File: src/rtl/mem_arbiter.sv
// Round-robin arbiter sharing one external memory bus between fetch (0), load/store (1) and
// debug/DMA (2). One transaction at a time; a watchdog turns a hung bus cycle into a fault.
module mem_arbiter #(
  parameter int unsigned ADDR_WIDTH = 32,
  parameter int unsigned DATA_WIDTH = 32,
  parameter int unsigned TIMEOUT    = 16
) (
  input  logic                        clk,
  input  logic                        reset_n,
  input  logic [2:0]                  req,
  input  logic [3*ADDR_WIDTH-1:0]     addr,
  input  logic [3*DATA_WIDTH-1:0]     wdata,
  input  logic [2:0]                  we,
  input  logic [3*(DATA_WIDTH/8)-1:0] be,
  output logic [2:0]                  ack,
  output logic [DATA_WIDTH-1:0]       rdata,
  output logic                        fault,
  output logic                        mem_req,
  output logic [ADDR_WIDTH-1:0]       mem_addr,
  output logic [DATA_WIDTH-1:0]       mem_wdata,
  output logic                        mem_we,
  output logic [DATA_WIDTH/8-1:0]     mem_be,
  input  logic                        mem_ack,
  input  logic [DATA_WIDTH-1:0]       mem_rdata,
  input  logic                        mem_fault
);

  localparam int unsigned BeWidth  = DATA_WIDTH / 8;
  localparam int unsigned CntWidth = (TIMEOUT > 2) ? $clog2(TIMEOUT) : 1;
  localparam logic [CntWidth-1:0] CntLast = CntWidth'(TIMEOUT - 1);

  typedef enum logic [1:0] {StIdle, StBusy, StDone} state_e;

  state_e                state_q, state_d;
  logic [1:0]            grant_q, grant_d;
  logic [1:0]            last_q, last_d;
  logic [CntWidth-1:0]   wait_cnt_q, wait_cnt_d;
  logic [2:0]            ack_q, ack_d;
  logic                  fault_q, fault_d;
  logic [DATA_WIDTH-1:0] rdata_q, rdata_d;
  logic                  mem_req_q, mem_req_d;
  logic [ADDR_WIDTH-1:0] mem_addr_q, mem_addr_d;
  logic [DATA_WIDTH-1:0] mem_wdata_q, mem_wdata_d;
  logic                  mem_we_q, mem_we_d;
  logic [BeWidth-1:0]    mem_be_q, mem_be_d;

  logic [ADDR_WIDTH-1:0] port_addr  [3];
  logic [DATA_WIDTH-1:0] port_wdata [3];
  logic [BeWidth-1:0]    port_be    [3];
  logic [1:0]            winner;

  for (genvar i = 0; i < 3; i++) begin : g_unpack
    assign port_addr[i]  = addr[i*ADDR_WIDTH +: ADDR_WIDTH];
    assign port_wdata[i] = wdata[i*DATA_WIDTH +: DATA_WIDTH];
    assign port_be[i]    = be[i*BeWidth +: BeWidth];
  end

  // Round-robin pick: scan last+1, last+2, last+3 (mod 3); only meaningful when req != 0.
  always_comb begin
    winner = 2'd0;
    case (last_q)
      2'd0:    winner = req[1] ? 2'd1 : (req[2] ? 2'd2 : 2'd0);
      2'd1:    winner = req[2] ? 2'd2 : (req[0] ? 2'd0 : 2'd1);
      default: winner = req[0] ? 2'd0 : (req[1] ? 2'd1 : 2'd2);
    endcase
  end

  // Next-state and registered-output logic for the IDLE/BUSY/DONE transaction FSM.
  always_comb begin
    state_d     = state_q;
    grant_d     = grant_q;
    last_d      = last_q;
    wait_cnt_d  = wait_cnt_q;
    ack_d       = ack_q;
    fault_d     = fault_q;
    rdata_d     = rdata_q;
    mem_req_d   = mem_req_q;
    mem_addr_d  = mem_addr_q;
    mem_wdata_d = mem_wdata_q;
    mem_we_d    = mem_we_q;
    mem_be_d    = mem_be_q;

    case (state_q)
      StIdle: begin
        if (req != 3'b000) begin
          grant_d     = winner;
          last_d      = winner;
          mem_addr_d  = port_addr[winner];
          mem_wdata_d = port_wdata[winner];
          mem_we_d    = we[winner];
          mem_be_d    = port_be[winner];
          mem_req_d   = 1'b1;
          wait_cnt_d  = '0;
          state_d     = StBusy;
        end
      end
      StBusy: begin
        // A real bus ack wins over the watchdog when both land in the same cycle.
        if (mem_ack) begin
          mem_req_d = 1'b0;
          ack_d     = 3'b001 << grant_q;
          rdata_d   = mem_rdata;
          fault_d   = mem_fault;
          state_d   = StDone;
        end else if (wait_cnt_q == CntLast) begin
          mem_req_d = 1'b0;
          ack_d     = 3'b001 << grant_q;
          rdata_d   = '0;
          fault_d   = 1'b1;
          state_d   = StDone;
        end else begin
          wait_cnt_d = wait_cnt_q + 1'b1;
        end
      end
      StDone: begin
        // req is deliberately not sampled here so the acked port can drop it.
        ack_d   = 3'b000;
        fault_d = 1'b0;
        state_d = StIdle;
      end
      default: state_d = StIdle;
    endcase
  end

  // State and output registers; reset clears the bus request asynchronously.
  always_ff @(posedge clk or negedge reset_n) begin
    if (!reset_n) begin
      state_q     <= StIdle;
      grant_q     <= 2'd0;
      last_q      <= 2'd2;
      wait_cnt_q  <= '0;
      ack_q       <= 3'b000;
      fault_q     <= 1'b0;
      rdata_q     <= '0;
      mem_req_q   <= 1'b0;
      mem_addr_q  <= '0;
      mem_wdata_q <= '0;
      mem_we_q    <= 1'b0;
      mem_be_q    <= '0;
    end else begin
      state_q     <= state_d;
      grant_q     <= grant_d;
      last_q      <= last_d;
      wait_cnt_q  <= wait_cnt_d;
      ack_q       <= ack_d;
      fault_q     <= fault_d;
      rdata_q     <= rdata_d;
      mem_req_q   <= mem_req_d;
      mem_addr_q  <= mem_addr_d;
      mem_wdata_q <= mem_wdata_d;
      mem_we_q    <= mem_we_d;
      mem_be_q    <= mem_be_d;
    end
  end

  assign ack       = ack_q;
  assign fault     = fault_q;
  assign rdata     = rdata_q;
  assign mem_req   = mem_req_q;
  assign mem_addr  = mem_addr_q;
  assign mem_wdata = mem_wdata_q;
  assign mem_we    = mem_we_q;
  assign mem_be    = mem_be_q;

endmodule

File: config.mk
export PLATFORM = sky130hd
export DESIGN_NAME = mem_arbiter
export DESIGN_NICKNAME = d
export VERILOG_FILES = /design/src/rtl/mem_arbiter.sv
export SDC_FILE = /design/constraint.sdc
export NUM_CORES = 1
export LEC_CHECK = 0
export CORE_AREA = 2 2 136 138
export DETAILED_ROUTE_END_ITERATION = 16
export DIE_AREA = 0 0 138 140
export GPL_ROUTABILITY_DRIVEN = 0
export PLACE_DENSITY = 0.7
export SYNTH_ARGS = -nofsm -noshare
export SYNTH_HDL_FRONTEND = slang
export SYNTH_SLANG_ARGS = --single-unit
File: constraint.sdc
create_clock -name clk -period 3.2 [get_ports clk]
set_clock_uncertainty 0.05 [all_clocks]
set_input_delay 0.64 -clock clk [delete_from_list [all_inputs] [get_ports clk]]
set_output_delay 0.64 -clock clk [all_outputs]
set_load 0.03 [all_outputs]
==> flow_summary.toml <==
[logic_synthesis]
syn_nets = 853
syn-instance-count = 606
synth-edff-count = 0
syn-cell-area_sq_um = 5580
syn_avg_cell_area_sq_um = 9.21
synth_largest_area_cell = "dfrtp_1"
ys_ff_latch = 115
ys_types = 38
synth_warnings = 0
yosys_most_used_dff = "dfrtp_1"
ys_seq_area_share_pct = 51.6
synthArstFlopShare_pct = 100
synthTopCellsByArea = "dfrtp_1 51%, a21oi_1 13%, o2bb2ai_1 11%"
yosys.area.top_type_share_pct = 51.1

[run]
max_cap_violations = 0

[cts]
cts_tree = "yes"
clockRootBuffer = "clkbuf_16"
cts.sinks = 115
cts_buffers = 17
holdBufCountCts = 0
cts_htree_levels = 4
clk_latency_ns = 0.41
cts_buffer_depth = 2
cts_setup_buffers = 0
cts_resized = 0
clk_pin_slew_ns = 0.06

[hold_path]
min-delay-path-class = "in -> async"

[global_routing]
antenna_found_initial = 0
grt_pass1_wl_mm = 33.5
grt_pass1_vias = 6058
grt_usage_pct = 21.9
grt_max_degree = 60
grt_overflow_total = 0

[setup_path]
cp_slowest_stage_delay_ns = 0.82
end_kind = "register"
r2r_setup_slack_ns = 1.10
critPathArrivalTime_ns = 2.68
cp-start-kind = "primary input"
path_cells = "clkdlybuf4s50_1 > o2bb2ai_4 > buf_12 > nand2_1 > o2bb2ai_1 > a21oi_1"
required_ns = 3.48
r2r-end = "mem_wdata[10]"
crit_type = "in -> reg"
cpMaxStageDelayCell = "o2bb2ai_4"
reg2reg_from = "last_q[1]"
crit_buf_inv = 2
critPathMaxFanout = 35
crit_family = "compound AO/OA/AOI/OAI gates"
ff2ff_path_depth = 6

[floorplan]
die_area_sq_um = 19300
start_util_pct = 31.4
die_w_um = 138
io_pins = 352
num_rows = 49
die_h_um = 140
core_area_sq_um = 17800

[sta]
finalHoldViolations = 0
fin_crit_ns = 2.40
grt_setup_unrepaired = "false"
fin_crit_sh_pct = 74.9
final_max_slew_viol_count = 0
setup_viol = 0
worst_slew_pin_slew_ns = 0.957
relSlewSlack_pct = 36.1
fmax_mhz = 417
finalSetupTns_ns = 0

[drt]
routed_wire_length_per_instance_um = 18.2
via_count = 6058
drcViolationCount = 0
first_iter_violations = 267
routed_via_density = 5.13
wl_mm = 21.5
antenna_left = 0
drt_first_pass_iters = 6

[power_and_ir_drop]
p_leak_nw = 4.05
p_total_mw = 10.2
irDropWorstVdd_uv = 562
powerDensity_nw_per_um2 = 1030

[final_layout]
final_nets = 1187
final_cell_mix = "350 x clkdlybuf4s50_1, 140 x a21oi_1, 114 x dfrtp_1"
fin_area_sq_um = 9940
fin_util_pct = 55.9
n_antenna_cell = 0
syn_to_final_growth_pct = 78.0
final_common_cell = "clkdlybuf4s50_1"
post_route_cells_drive_above_1_share_pct = 6.30

[placed_design]
place_area_sq_um = 9310
portBuffers = 351
hpwl_mm = 15.7

[outcome]
status = "completed"
## synth_stat cells (2+ instances only)
cell type  instances
buf_4              4
a22o_1            32
clkbuf_1          30
inv_1              3
nand2b_1           4
nor2b_1            2
nand3_1            4
o31ai_1            2
o21ai_0            3
nor2_1            76
nand2_1           76
nor3_1             2
dfrtp_1          114
o2bb2ai_1         69
a21oi_1          140
buf_2             20
o21ai_1            4
## worst register-to-register path: stages, from the launching register on
cell       delay [ns]
dfstp_2          0.62
nor2b_1          0.20
o21ai_1          0.12
nand2_2          0.35
buf_4            0.38
o2bb2ai_1        0.15
a21oi_1          0.15
## power by group
part / switching, mW / leakage [nW] / internal (mW)
combinational: 3.28 / 2.40 / 2.32
clock: 0.695 / 0.300 / 1.32
sequential: 0.437 / 1.35 / 2.18
## metrics by stage
step	worst slack (ns)	cells	hold WS, ns
after CTS	0.781	1182	0.277
after global placement	0.383	1150	0.413
after global routing	0.661	1182	0.299
final	0.804	1182	0.247
after floorplan	1.49	606	0.294
after detailed placement	0.338	1150	0.423
## area by class of cell
type	count	area, sq um
Clock buffer	19	443
Clock inverter	13	180
Fill cell	1628	7840
Inverter	4	15.0
Multi-Input combinational cell	433	2470
Sequential cell	115	2880
Tap cell	229	287
Timing Repair Buffer	369	3660
## worst max path at each step
stage	start	slack (ns)	cells after the start	end
CTS	req[2]	0.78	6	mem_addr[29]
detailed placement	req[2]	0.34	6	mem_wdata[20]
finish	req[2]	0.80	6	mem_addr[19]
floorplan	req[1]	1.49	6	mem_addr[12]
global placement	req[2]	0.38	6	mem_addr[17]
global route	req[2]	0.66	6	mem_addr[23]
## routing by layer
metal  up-vias  GRT usage, %  part of all wire, %
li1       2851             -                    -
met1      2887          27.5                   42
met2       286          35.9                   48
met3        34          7.28                  7.9
met4         0          7.04                  2.4
met5         -             0                    0
## logic make-up (layout without fill, tap and decap cells)
logic type / after synthesis / in the layout / share of synthesized area [%]
compound gates: 258 / 258 / 30.6
fa+ha+maj: 1 / 1 / 0.224
buf+inv: 58 / 405 / 4.62
flops: 115 / 115 / 51.6
simple gates: 174 / 174 / 13.0
## sequential cells by signal, summed over array words and instances, names as in the netlist
name and cells:
mem_we 1, mem_req 1, fault 1, ack 3, mem_wdata 32, mem_be 4
last_q 1, state_q 2, mem_addr 32, rdata 32, grant_q 2, wait_cnt_q 4
Note: power is estimated with default switching activity, not from simulation.
